**src/rtl/keypad_scanner.sv**
```systemverilog
// rtl/keypad_scanner.sv - 4x4 matrix keypad column scanner with snapshot and press/release debounce
module keypad_scanner #(
    parameter int SCAN_DIV       = 100000,
    parameter int DEBOUNCE_SCANS = 4
) (
    input  logic       clk,
    input  logic       rst,
    input  logic [3:0] key_in,
    output logic [3:0] key_out,
    output logic       key_valid,
    output logic [3:0] key_code,
    output logic       key_held,
    output logic       multi_key
);

    localparam logic [19:0] DWELL_MAX = 20'(SCAN_DIV - 1);
    localparam logic [3:0]  DEB_LIMIT = 4'(DEBOUNCE_SCANS);

    localparam logic [1:0] S_IDLE      = 2'd0;
    localparam logic [1:0] S_PRESS_DEB = 2'd1;
    localparam logic [1:0] S_HELD      = 2'd2;
    localparam logic [1:0] S_REL_DEB   = 2'd3;

    logic [3:0]  r_sync1;
    logic [3:0]  r_sync2;
    logic [19:0] r_dwell;
    logic [1:0]  r_col;
    logic [15:0] r_snap;
    logic        r_eval;
    logic [1:0]  r_state;
    logic [3:0]  r_cnt;
    logic [3:0]  r_cand;

    logic        w_last;
    logic [4:0]  w_ones;
    logic [3:0]  w_idx;
    logic        w_none;
    logic        w_single;
    logic        w_multi;
    logic [3:0]  w_code;
    logic [3:0]  w_cnt_inc;

    assign key_out = ~(4'b0001 << r_col);
    assign w_last  = (r_dwell == DWELL_MAX);

    // Rows idle high, so the synchronizer resets to "no key".
    always_ff @(posedge clk) begin
        if (rst) begin
            r_sync1 <= 4'hF;
            r_sync2 <= 4'hF;
        end else begin
            r_sync1 <= key_in;
            r_sync2 <= r_sync1;
        end
    end

    always_ff @(posedge clk) begin
        if (rst) begin
            r_dwell <= '0;
            r_col   <= '0;
            r_snap  <= '0;
            r_eval  <= 1'b0;
        end else if (w_last) begin
            r_dwell                <= '0;
            r_col                  <= r_col + 2'd1;
            r_snap[r_col*4 +: 4]   <= ~r_sync2;
            r_eval                 <= (r_col == 2'd3);
        end else begin
            r_dwell <= r_dwell + 20'd1;
            r_eval  <= 1'b0;
        end
    end

    // Snapshot bit i holds row i[1:0] of column i[3:2].
    always_comb begin
        w_ones = '0;
        w_idx  = '0;
        for (int i = 0; i < 16; i++) begin
            if (r_snap[i]) begin
                w_ones = w_ones + 5'd1;
                w_idx  = 4'(i);
            end
        end
    end

    assign w_none    = (w_ones == 5'd0);
    assign w_single  = (w_ones == 5'd1);
    assign w_multi   = (w_ones > 5'd1);
    assign w_code    = {w_idx[1:0], w_idx[3:2]};
    assign w_cnt_inc = r_cnt + 4'd1;

    always_ff @(posedge clk) begin
        if (rst) begin
            r_state   <= S_IDLE;
            r_cnt     <= '0;
            r_cand    <= '0;
            key_valid <= 1'b0;
            key_code  <= '0;
            key_held  <= 1'b0;
            multi_key <= 1'b0;
        end else begin
            key_valid <= 1'b0;
            if (r_eval) begin
                multi_key <= w_multi;
                case (r_state)
                    S_IDLE: begin
                        if (w_single) begin
                            r_cand  <= w_code;
                            r_cnt   <= 4'd1;
                            r_state <= S_PRESS_DEB;
                        end
                    end
                    S_PRESS_DEB: begin
                        if (w_single && (w_code == r_cand)) begin
                            if (w_cnt_inc == DEB_LIMIT) begin
                                key_valid <= 1'b1;
                                key_code  <= r_cand;
                                key_held  <= 1'b1;
                                r_cnt     <= '0;
                                r_state   <= S_HELD;
                            end else begin
                                r_cnt <= w_cnt_inc;
                            end
                        end else begin
                            r_cnt   <= '0;
                            r_state <= S_IDLE;
                        end
                    end
                    S_HELD: begin
                        if (w_none) begin
                            r_cnt   <= 4'd1;
                            r_state <= S_REL_DEB;
                        end
                    end
                    default: begin
                        if (w_none) begin
                            if (w_cnt_inc == DEB_LIMIT) begin
                                key_held <= 1'b0;
                                r_cnt    <= '0;
                                r_state  <= S_IDLE;
                            end else begin
                                r_cnt <= w_cnt_inc;
                            end
                        end else begin
                            r_cnt   <= '0;
                            r_state <= S_HELD;
                        end
                    end
                endcase
            end
        end
    end

endmodule

```
**config.mk**
```make
export PLATFORM = sky130hd
export DESIGN_NAME = keypad_scanner
export DESIGN_NICKNAME = d
export VERILOG_FILES = /design/src/rtl/keypad_scanner.sv
export SDC_FILE = /design/constraint.sdc
export NUM_CORES = 1
export LEC_CHECK = 0
export ABC_AREA = 0
export CORE_MARGIN = 2
export CORE_UTILIZATION = 47
export DETAILED_ROUTE_END_ITERATION = 8
export PLACE_DENSITY = 0.66
export SKIP_CTS_REPAIR_TIMING = 1
export SYNTH_ARGS = -nofsm -noshare
export SYNTH_HDL_FRONTEND = slang
export SYNTH_SLANG_ARGS = --single-unit
```
**constraint.sdc**
```tcl
create_clock -name clk -period 8.5 [get_ports clk]
set_input_delay 1.7 -clock clk [delete_from_list [all_inputs] [get_ports clk]]
set_output_delay 1.7 -clock clk [all_outputs]
set_load 0.1 [all_outputs]
```
==> impl_results.md, run 1 <==
* Status: finished with violations
* Violated checks: setup timing
* Core area at 9860 sq um
* Leak at 2.33 nW
* Die area at 11100 sq um
* Switching power at 0.119 mW
* Max Cap Viol at 0
* IO Count at 17
* Largest net degree at the start of global routing at 54
* Post-DP HPWL at 7570 microns
* Nets at roughly 670
* Avg WL per Cell at 13.4 microns
* Ys Warns at 0
* Vias per std cell at 5.36
* Clock-pin slew on the worst setup and hold paths at 0.07 ns
* Post-layout util at 61.7%
* RSZ-0062 raised after global routing: yes
* Busiest grt layer: met2
* Worst Setup Start Kind: register
* Reg2Reg Setup Slack at -0.11 ns
* ANT nets after route at 0
* Sequential area share after synthesis at around a quarter
* Met3 Resource Use GR at around 3.3%
* Crit path top cell by count: ha_4
* Worst rel slew slack at 33.9%
* Overall power at 0.605 mW
* Int Power at a little under 0.5 mW
* Grt met1 use at 24.5%
* Period minus WS final at 8.61 ns
* FF+latch count, synth at 64
* Die width at 105 microns
* Final Routed Wirelength at 10400 microns
* WHS Path Cells at 1
* Cell row count at 36
* Required time worst endpoint at about 9 ns
* VDD IR max at 134 uV
* Initial DRC count at 120
* Layout cell share with drive strength beyond 1 at about 25%
* Worst r2r path cells at 46
* CP max-delay cell: dfxtp_4
* Pre-CTS WS at -0.381 ns
* Area of the multi-input gates at 3720 sq um
* Fin crit share at 101%
* DRT Pass-1 Iters at 4
* CP max FO at 3
* CTS Root Cell: clkbuf_8
* Worst reg2reg endpoint: r_state[1]
* Flop pwr share at 50.3%
* Setup WS post-layout at -0.113 ns
* GRT overflow at 0
* # fillers at 859
* CP Capture Type: register
* DRC Markers at 0
* Final setup viols at 14
* Setup Skew at 0.00520 ns
* HP Class: reg2reg
* Placer congestion estimate at 0.832
* Final hold violations at 0
* Via count at between 4k and 5k
* R2r startpoint: r_snap[1]
* First-pass GRT wire length at 17900 microns
* H-tree Lvls at 3
* Total CTS buffers at 9
* Share of flip-flops with an asynchronous set or reset at 0%
* Storage element area at about 1300 sq um
* WP data arrival at 8.88 ns
* Post-Syn Instances at 588
* Critical path class: reg2reg
* Average footprint of a synthesized cell at 8.18 sq um
* Max-slew violations at 0
* CTS Sinks at 64
* CTS tree: built
* Port buffer count at 16
* EDFF count, synth at 0
* Vias in the first global route at 4015
* Met2 global-route usage at 33.3%
* Clk_lat worst skew at roughly 0.34 ns
* Post-synth top flop: dfxtp_1
* Largest stage delay, worst path at 0.36 ns
* Initial Util at 48.7%
* Net Count, Synth at approximately 620
* Part of the power in the clock network at a little under half
* Total GRT Usage at a little under 20%
* Post-Syn Area at 4810 sq um
* HP Start: r_sync1[2]
* Initial antenna violation count at 0
* Layout area overhead at 26.7%
* Sw Ratio at ~20%
* Cell area power density at 99.4 nW/um^2
* Clk buf depth at 2
* Fmax at 116 MHz
* Die Y at 105 microns
* Ant diodes at 0
* Unique masters post-synth at 76
* Logic pwr share at around 1.9%
* Worst Hold End: r_sync2[2]
* Slew @ Worst Pin at 0.988 ns
-- how the worst max path moves through the flow --
| stage | from | endpoint | slack [ns] | depth (start not counted) |
|---|---|---|---|---|
| 2_1_floorplan | r_snap[0] | r_state[1] | -0.30 | 48 |
| 3_3_place_gp | r_snap[0] | r_state[1] | -0.1 | 46 |
| 3_5_place_dp | r_snap[0] | r_cnt[3] | -0.38 | 47 |
| 4_1_cts | r_snap[0] | r_cnt[3] | -0.42 | 47 |
| 5_1_grt | r_snap[1] | key_code[2] | -0.47 | 48 |
| 6_report | r_snap[1] | r_state[1] | -0.11 | 46 |
-- stage by stage --
| step | hold WS (ns) | TNS (ns) | cells | instance area, sq um |
|---|---|---|---|---|
| floorplan | 0.389 | -1.80 | 588 | 5010 |
| global placement | 0.395 | -0.468 | 748 | 5490 |
| detailed placement | 0.395 | -4.50 | 748 | 5490 |
| CTS | 0.408 | -5.24 | 763 | 5710 |
| global route | 0.416 | -6.81 | 776 | 6090 |
| finish | 0.410 | -0.821 | 776 | 6090 |
-- Yosys cell counts, types with 3 or more instances --
master | count | area share (%)
clkbuf_1 | 21 | 1.6
nand4_1 | 11 | 1.4
buf_2 | 4 | 0.42
o22ai_1 | 3 | 0.39
o21bai_1 | 3 | 0.47
nor2b_1 | 4 | 0.52
ha_1 | 28 | 7.3
and3_1 | 4 | 0.52
nor3_1 | 25 | 2.6
nand3_1 | 17 | 1.8
mux2_2 | 6 | 1.4
nor4_1 | 6 | 0.78
or3_1 | 5 | 0.65
mux2i_1 | 14 | 2.9
nor2_1 | 78 | 6.1
and4_1 | 4 | 0.73
or4_1 | 4 | 0.62
nand2_1 | 52 | 4.1
a21oi_1 | 29 | 3.0
and2_1 | 5 | 0.65
dfxtp_1 | 64 | 27
xor2_1 | 25 | 4.6
or2_2 | 12 | 1.6
o21ai_0 | 13 | 1.4
nor3b_1 | 4 | 0.62
nand2b_1 | 4 | 0.52
nor4b_1 | 3 | 0.55
inv_1 | 26 | 2.0
xnor2_1 | 36 | 6.6
o31ai_1 | 5 | 0.78
a211oi_1 | 3 | 0.47
nand3b_1 | 6 | 0.94
a31oi_1 | 6 | 0.78
xnor2_2 | 3 | 1.0
xnor3_1 | 3 | 1.4
-- final cells by class --
class                           instances  share of cell area [%]
Timing Repair Buffer                   67                    9.56
Tap cell                              133                    2.73
Inverter                               29                    1.87
Sequential cell                        64                    21.2
Clock inverter                          3                    1.07
Multi-Input combinational cell        468                    61.1
Clock buffer                           12                    2.55
-- flip-flops by register name (all words and copies together) (netlist names) --
register and cells:
key_valid 1, r_state 2, r_col 2, r_eval 1, r_sync1 4, r_cand 4, key_code 4, r_snap 16
multi_key 1, r_dwell 20, r_cnt 4, key_held 1, r_sync2 4
-- logic make-up after synthesis --
group / Yosys count / synth area share, %
xor+xnor: 72 / 15.7
buf+inv: 56 / 4.76
compound gates: 93 / 13.4
flops: 64 / 26.7
mux: 22 / 5.08
fa+ha+maj: 28 / 7.29
simple gates: 253 / 27.1
-- critical path, delay by kind of cell (launching register included) --
| kind | cells | cell delay (ns) |
|---|---|---|
| AND/OR/NAND/NOR | 12 | 1.37 |
| buffers and inverters | 4 | 0.28 |
| adder cells (fa/ha/maj) | 14 | 3.35 |
| multiplexers | 7 | 1.77 |
| AO/OA/AOI/OAI | 9 | 1.42 |
| flip-flops | 1 | 0.36 |
-- layout by cell type, fill, tap and decap left out, types with 4 or more instances in the layout --
master / count
ha_1: 15
xnor2_1: 33
and3_1: 4
clkdlybuf4s50_1: 16
nand3_1: 15
nand4_1: 11
inv_2: 5
nand2_1: 46
buf_4: 43
and2_1: 4
and4_1: 4
nor2_1: 78
mux2i_1: 11
o21ai_0: 9
xor2_1: 23
nor3_1: 24
nor3b_1: 4
a31oi_1: 6
xnor2_2: 6
o31ai_1: 5
or3_1: 5
nand3b_1: 6
clkbuf_8: 11
nor4_1: 6
mux2_4: 5
or2_2: 11
ha_4: 13
inv_1: 22
dfxtp_1: 62
buf_6: 7
a21oi_1: 27
-- power by group through the flow --
stage / registers (mW) / clock network [mW] / logic [mW]
finish: 0.305 / 0.289 / 0.0114
global route: 0.305 / 0.309 / 0.0130
CTS: 0.305 / 0.297 / 0.0115
detailed placement: 0.312 / 0 / 0.0114
global placement: 0.312 / 0 / 0.0113
floorplan: 0.311 / 0 / 0.00803
-- per-layer routing --
| layer | vias to the layer above | routed length [microns] | share of wire (%) |
|---|---|---|---|
| li1 | 2164 | - | - |
| met1 | 1934 | 4940 | 48 |
| met2 | 53 | 5110 | 49 |
| met3 | 8 | 258 | 2.5 |
| met4 | 0 | 91 | 0.87 |
| met5 | - | 0 | 0 |
Note: power is estimated with default switching activity, not from simulation.
==> run 2, diff against run 1 <==
--- a/config.mk
+++ b/config.mk
@@ -11,6 +11,7 @@
 export DETAILED_ROUTE_END_ITERATION = 8
 export PLACE_DENSITY = 0.66
 export SKIP_CTS_REPAIR_TIMING = 1
+export SLEW_MARGIN = 10
 export SYNTH_ARGS = -nofsm -noshare
 export SYNTH_HDL_FRONTEND = slang
 export SYNTH_SLANG_ARGS = --single-unit
==> results of run 2 <==
No change in the layout: final DEF, timing and power equal those of run 1.
==> run 3, diff against run 2 <==
--- a/config.mk
+++ b/config.mk
@@ -10,6 +10,7 @@
 export CORE_UTILIZATION = 47
 export DETAILED_ROUTE_END_ITERATION = 8
 export PLACE_DENSITY = 0.66
+export RECOVER_POWER = 100
 export SKIP_CTS_REPAIR_TIMING = 1
 export SLEW_MARGIN = 10
 export SYNTH_ARGS = -nofsm -noshare
==> results of run 3 <==
No change in the layout: final DEF, timing and power equal those of run 1.
